## config.mk

```make
export PLATFORM = sky130hd
export DESIGN_NAME = demux2_buf
export DESIGN_NICKNAME = d
export VERILOG_FILES = /design/src/rtl/demux2_buf.sv
export SDC_FILE = /design/constraint.sdc
export NUM_CORES = 1
export LEC_CHECK = 0
export BUFFER_PORTS_ARGS = -buffer_cell sky130_fd_sc_hd__buf_2
export CAP_MARGIN = 10
export CELL_PAD_IN_SITES_DETAIL_PLACEMENT = 1
export CELL_PAD_IN_SITES_GLOBAL_PLACEMENT = 1
export CORE_UTILIZATION = 47
export CTS_CLUSTER_SIZE = 40
export DETAILED_ROUTE_END_ITERATION = 12
export MAX_ROUTING_LAYER = met4
export PLACE_DENSITY = 0.82
export SETUP_SLACK_MARGIN = 0.3
export SYNTH_ARGS = -nofsm -noshare
export SYNTH_HDL_FRONTEND = slang
export SYNTH_SLANG_ARGS = --single-unit
```

## constraint.sdc

```tcl
create_clock -name clk -period 3 [get_ports clk]
set_input_delay 0 -clock clk [delete_from_list [all_inputs] [get_ports clk]]
set_output_delay 0 -clock clk [all_outputs]
set_load 0.005 [all_outputs]
```

## src/rtl/demux2_buf.sv

```systemverilog
// Two-channel demultiplexer with a small FIFO per channel; s steers each accepted word.
// Optional pop counters (cnt0/cnt1) are added when DEMUX2_BUF_STATS_EN is defined.
module demux2_buf #(
    parameter int DEPTH = 2
) (
    input  logic       clk,
    input  logic       reset_n,
    input  logic       s,
    input  logic       in_valid,
    input  logic [3:0] in_data,
    output logic       in_ready,
    output logic       y0_valid,
    output logic [3:0] y0_data,
    input  logic       y0_ready,
    output logic       y1_valid,
    output logic [3:0] y1_data,
    input  logic       y1_ready
`ifdef DEMUX2_BUF_STATS_EN
    ,
    output logic [7:0] cnt0,
    output logic [7:0] cnt1
`endif
);

    // DEPTH is restricted to 2 or 4, so pointers are 1 or 2 bits wide.
    localparam int AW = (DEPTH > 2) ? 2 : 1;
    localparam int CW = AW + 1;

    logic [3:0]    mem    [2][DEPTH];
    logic [AW-1:0] wr_ptr [2];
    logic [AW-1:0] rd_ptr [2];
    logic [CW-1:0] count  [2];

    logic [1:0] full;
    logic [1:0] empty;
    logic [1:0] push;
    logic [1:0] pop;
    logic [1:0] out_ready;

    function automatic logic [AW-1:0] bump(input logic [AW-1:0] p);
        return (p == AW'(DEPTH - 1)) ? '0 : p + 1'b1;
    endfunction

    assign out_ready = {y1_ready, y0_ready};

    always_comb begin
        full     = '0;
        empty    = '0;
        push     = '0;
        pop      = '0;
        in_ready = 1'b0;
        for (int k = 0; k < 2; k++) begin
            full[k]  = (count[k] == CW'(DEPTH));
            empty[k] = (count[k] == '0);
            pop[k]   = !empty[k] && out_ready[k];
        end
        // Readiness looks only at the selected channel's occupancy, never at downstream ready.
        in_ready = !full[s];
        push[0]  = in_valid && in_ready && !s;
        push[1]  = in_valid && in_ready && s;
    end

    always_ff @(posedge clk or negedge reset_n) begin
        if (!reset_n) begin
            for (int k = 0; k < 2; k++) begin
                wr_ptr[k] <= '0;
                rd_ptr[k] <= '0;
                count[k]  <= '0;
                for (int j = 0; j < DEPTH; j++) begin
                    mem[k][j] <= '0;
                end
            end
        end else begin
            for (int k = 0; k < 2; k++) begin
                if (push[k]) begin
                    mem[k][wr_ptr[k]] <= in_data;
                    wr_ptr[k]         <= bump(wr_ptr[k]);
                end
                if (pop[k]) begin
                    rd_ptr[k] <= bump(rd_ptr[k]);
                end
                case ({push[k], pop[k]})
                    2'b10:   count[k] <= count[k] + 1'b1;
                    2'b01:   count[k] <= count[k] - 1'b1;
                    default: count[k] <= count[k];
                endcase
            end
        end
    end

    assign y0_valid = !empty[0];
    assign y1_valid = !empty[1];
    assign y0_data  = mem[0][rd_ptr[0]];
    assign y1_data  = mem[1][rd_ptr[1]];

`ifdef DEMUX2_BUF_STATS_EN
    // Pop counters wrap naturally at 8 bits.
    always_ff @(posedge clk or negedge reset_n) begin
        if (!reset_n) begin
            cnt0 <= '0;
            cnt1 <= '0;
        end else begin
            if (pop[0]) cnt0 <= cnt0 + 8'd1;
            if (pop[1]) cnt1 <= cnt1 + 8'd1;
        end
    end
`endif

endmodule
```

# Word-level counts from Yosys, hierarchy flattened

Index checks and enable logic that the tools add are counted.

Input port bits: 10
Register bits: 24
Logic and storage cells: 70
Output and inout port bits: 11

Magnitude comparators: 7
$add $sub $neg: 8
Mux-type cells: 20
Reductions and logical operators: 15
Equality and inequality tests: 6
Bitwise logic cells: 4

Operators with widths:

| operator            | number |
|---|---|
| $mux 4              | 8 |
| $bwmux 8            | 2 |
| $demux 4 s1         | 2 |
| $eq 2x2->1 const B  | 4 |
| $ge 2x2->1 const B  | 4 |
| $not 1->2           | 4 |
| $pmux 2 s2          | 2 |
| $logic_and 1x1->1   | 7 |
| $mux 1              | 6 |
| $add 1x1->1 const B | 4 |
| $add 2x1->2 const B | 2 |
| $eq 2x1->1 const B  | 2 |
| $logic_not 1->1     | 4 |
| $logic_not 2->1     | 2 |
| $lt 2x1->1 const B  | 2 |
| $reduce_bool 2->1   | 2 |
| $sub 2x1->2 const B | 2 |
| $lt 1x2->1 const B  | 1 |

# Longest topological paths before layout

Word-level depth: 8
Gate-level depth with buffers: 6
Mapped depth without buffers: 6

# Worst setup path before layout

Ideal clock, no wire load.

Kind: register -> register
Start point: register count[0] in the netlist's numbering
End point: register count[1] in the netlist's numbering
Arrival time: 1.470 ns
Setup slack: 1.450 ns
Buffers on the path: 0
Data required time: 2.921 ns
Clock period less this slack: 1.550 ns
Stages on the path, launching flop included: 6
Setup time: 0.079 ns
Cell sequence: dfrtp_1 > or2_2 > and2_1 > ha_1 > nor2_1 > xor2_1

Elaborated cells on any way between the ends: 15
Those cells by class: 2 x add/sub; 3 x eq/ne; 3 x mux; 7 x reduce/logical

RTL lines:

| what                                                   | line | source |
|---|---|---|
| start: declaration                                     | 32   | `logic [CW-1:0] count [2];` |
| start signal: indexed assignment                       | 83   | `2'b10: count[k] <= count[k] + 1'b1;` |
| start signal: indexed assignment                       | 84   | `2'b01: count[k] <= count[k] - 1'b1;` |
| start signal: indexed assignment                       | 85   | `default: count[k] <= count[k];` |
| $logic_not 2->1 (*)                                    | 54   | `empty[k] = (count[k] == '0);` |
| $logic_not 1->1 (*)                                    | n/a  |  |
| via y1_valid                                           | 15   | `output logic y1_valid,` |
| $logic_and 1x1->1 (*)                                  | 55   | `pop[k] = !empty[k] && out_ready[k];` |
| via pop[1]                                             | 37   | `logic [1:0] pop;` |
| $eq 2x1->1 / $eq 2x2->1 (equally long branches)        | 82   | `case ({push[k], pop[k]})` |
| $pmux 2 s2 / $reduce_bool 2->1 (equally long branches) | n/a  |  |

The timed path passes the listed nets; every way through them passes the cells marked *. The select of a mux whose other input is x is not followed.
A chain may end at the register's enable or synchronous reset.

# Worst setup path in the final report

Start point: register count[0] in the netlist's numbering
End point: register count[1] in the netlist's numbering

Elaborated cells on any way between the ends: 15
Those cells by class: 2 x add/sub; 3 x eq/ne; 3 x mux; 7 x reduce/logical

RTL lines:

| what                                                   | line |
|---|---|
| $logic_not 2->1 (*)                                    | 54 |
| $logic_not 1->1 (*)                                    | 55 |
| $logic_and 1x1->1 (*)                                  | 55 |
| via pop[1]                                             | 37 |
| $eq 2x1->1 / $eq 2x2->1 (equally long branches)        | 82 |
| $pmux 2 s2 / $reduce_bool 2->1 (equally long branches) | n/a |

Marks and branches as above.

==> run metrics <==
status finished with violations; failing checks hold timing; minimum clock period about 1.7 ns; I/O pin total 21; post-synthesis xor/xnor area fraction 0.0784; fill count between 200 and 250; detailed placement HPWL about 1500 µm; Maximum Capacitance Violations 0; leakage approximately 0.60 nW; ys flop type dfrtp_1; layout cells sized above 1 0.458; Simple-Gate Fraction of Synth Area 0.115; element type at the critical path end flop; CP Max Fanout 5; Worst Reg2Reg Path Length in Cells 6; fmax ~0.60 GHz; Post-Syn Instances approximately 80; Setup violations, final 0; Post-synth EDFFs 0; cell accounting for the most synthesized area dfrtp_1; ant diodes 0; #FFs+latches synth 24; post-route ant nets 0; warnings from Yosys 0; fin nets between 100 and 150; chip width about 51 µm; syn avg cell area around 14 µm²; Die Area approximately 2600 µm²; Rows 17; final-report max-slew violation count 0; CTS Sinks 24; FF-to-FF Start count[0]; Syn-to-layout area delta 19.8%; Hold Vio Cnt, Final 1; Peak VDD IR 560 µV; Core Area 2230 µm²; Reg-to-Reg End count[1]; post-synthesis net count 90; Pre-Repair DR Iteration Count 2; startpoint types flop; clk_lat worst skew approximately 0.32 ns; # DRC 0; most instantiated cells after synthesis 24 x dfrtp_1, 20 x mux2_2, 6 x xnor2_1; Initial Utilization 0.500; Bufs on Longest Clock Path 2; worst hold slack -0.00372 ns; hold path startpoint y1_ready; TritonCTS clock tree done; area post-placement 1250 µm²; IO Port Bufs 20; RSZ-0062 raised after global routing no; GRT Total Usage 0.201; worst hold path class in -> reg; Vias 692; Setup CP Type reg -> reg; Worst Setup SP count[0]; worst-margin pin slew between 0.5 and 0.6 ns; sequential fraction of the synthesis area 0.538; compound-gate portion of the synthesized area 0.00448; crit path to count[1]; Worst-path clk slew 0.14 ns; Worst Path Arrival 1.92 ns; vias per inst around 5.1; Fin Clk Skew 0.0123 ns; drt initial violations 3; Inserted Clock Buffers 3; initial antenna violation count 0; combinational family with the most area after synthesis multiplexers; ys async rst share 1.00; Yosys cell types 20; die height roughly 50 µm; top-count cell post-synth dfrtp_1; first-pass GRT wire length 3590 µm; largest net degree at the start of global routing 25; H-tree levels 1; top-area cell type share of the netlist area 0.538; worst endpoint required time approximately 3.3 ns; DRT Wirelength ~2100 µm; post-route setup TNS 0 ns; Adder-Cell Fraction of Synth Area 0.0224; global route overflow 0; Placer Congestion about 0.67; final design utilization 0.599; cell area after synthesis around 1100 µm²; vias in the first global route 754; post-CTS setup buffer count 0; Slew headroom 0.634; wire length per cell 15.3 µm; CTS root buf clkbuf_4; Worst R2R Setup Slack about 1.3 ns; Tot Pwr about 1.4 mW; P per Cell Area a little over 1000 nW/µm²; mux cell area share after synthesis 0.242; main area contributors after synthesis dfrtp_1 54%, mux2_2 20%, xnor2_1 4.7%; fin crit share 0.552; post-route cell area 1340 µm²
==> area by class of cell <==
class | instances | area [µm²] | share of cell area
repair buffers | 25 | 150 | 0.112
multi-input cells | 54 | 517 | 0.386
well taps | 28 | 35.0 | 0.0262
flip-flops and latches | 24 | 601 | 0.449
clock buffers | 4 | 36.3 | 0.0271
==> worst min-delay path by stage <==
| stage | endpoint | slack [ns] | depth (start not counted) |
|---|---|---|---|
| final | rd_ptr[0] | -0.004 | 3 |
| after global routing | rd_ptr[0] | 0.01 | 3 |
| after global placement | mem[8] | 0.004 | 1 |
| after floorplan | count[0] | -0.30 | 0 |
| after detailed placement | mem[10] | 0.01 | 1 |
| after CTS | rd_ptr[1] | 0.0002 | 3 |
==> per-layer routing <==
layer / track usage / share of wire / wire [µm]
met5: - / 0 / 0
met3: 0.0273 / 0.031 / 64
met2: 0.307 / 0.49 / 1010
met4: 0.0833 / 0.0058 / 12
met1: 0.269 / 0.47 / 978
==> where the power goes <==
| group | switching [mW] | internal (mW) | total (mW) |
|---|---|---|---|
| Combinational | 0.213 | 0.354 | 0.567 |
| Clock | 0.0989 | 0.0742 | 0.173 |
| Sequential | 0.137 | 0.491 | 0.628 |
==> kinds of logic after synthesis <==
logic type      after synthesis
compound gates                1
xor+xnor                     10
mux                          24
simple gates                 17
flops                        24
fa+ha+maj                     2
==> placed cells by master (no fill, tap or decap), types with 2 or more instances in the layout <==
master,netlist,layout
dfrtp_1,24,24
mux2_2,20,20
buf_2,0,20
xnor2_1,6,6
dlygate4sd3_1,0,5
mux2_1,4,4
xor2_1,4,4
nor2_1,3,3
clkbuf_4,0,3
or2_2,2,2
and2_1,2,2
ha_1,2,2
==> flip-flops by register name (all words and copies together), names as in the netlist <==
signal,count
count,4
wr_ptr,2
mem,16
rd_ptr,2
==> worst max-delay path, cell delays in order (launching register included) <==
cell and delay, ns:
dfrtp_1 0.46, or2_2 0.32, and2_1 0.19, ha_1 0.22
xnor2_1 0.13, nor2_1 0.13, xor2_1 0.15
==> repair_timing <==
action,4_1_cts,5_1_grt
hold buffers,5,0
hold endpoints to repair,40,0
gates resized for setup,0,0
==> through the flow <==
step	std cells	setup WS [ns]
floorplan	78	1.45
global placement	126	1.40
detailed placement	126	1.36
CTS	135	1.33
global route	135	1.22
finish	135	1.34
(Power assumes the default switching activity.)
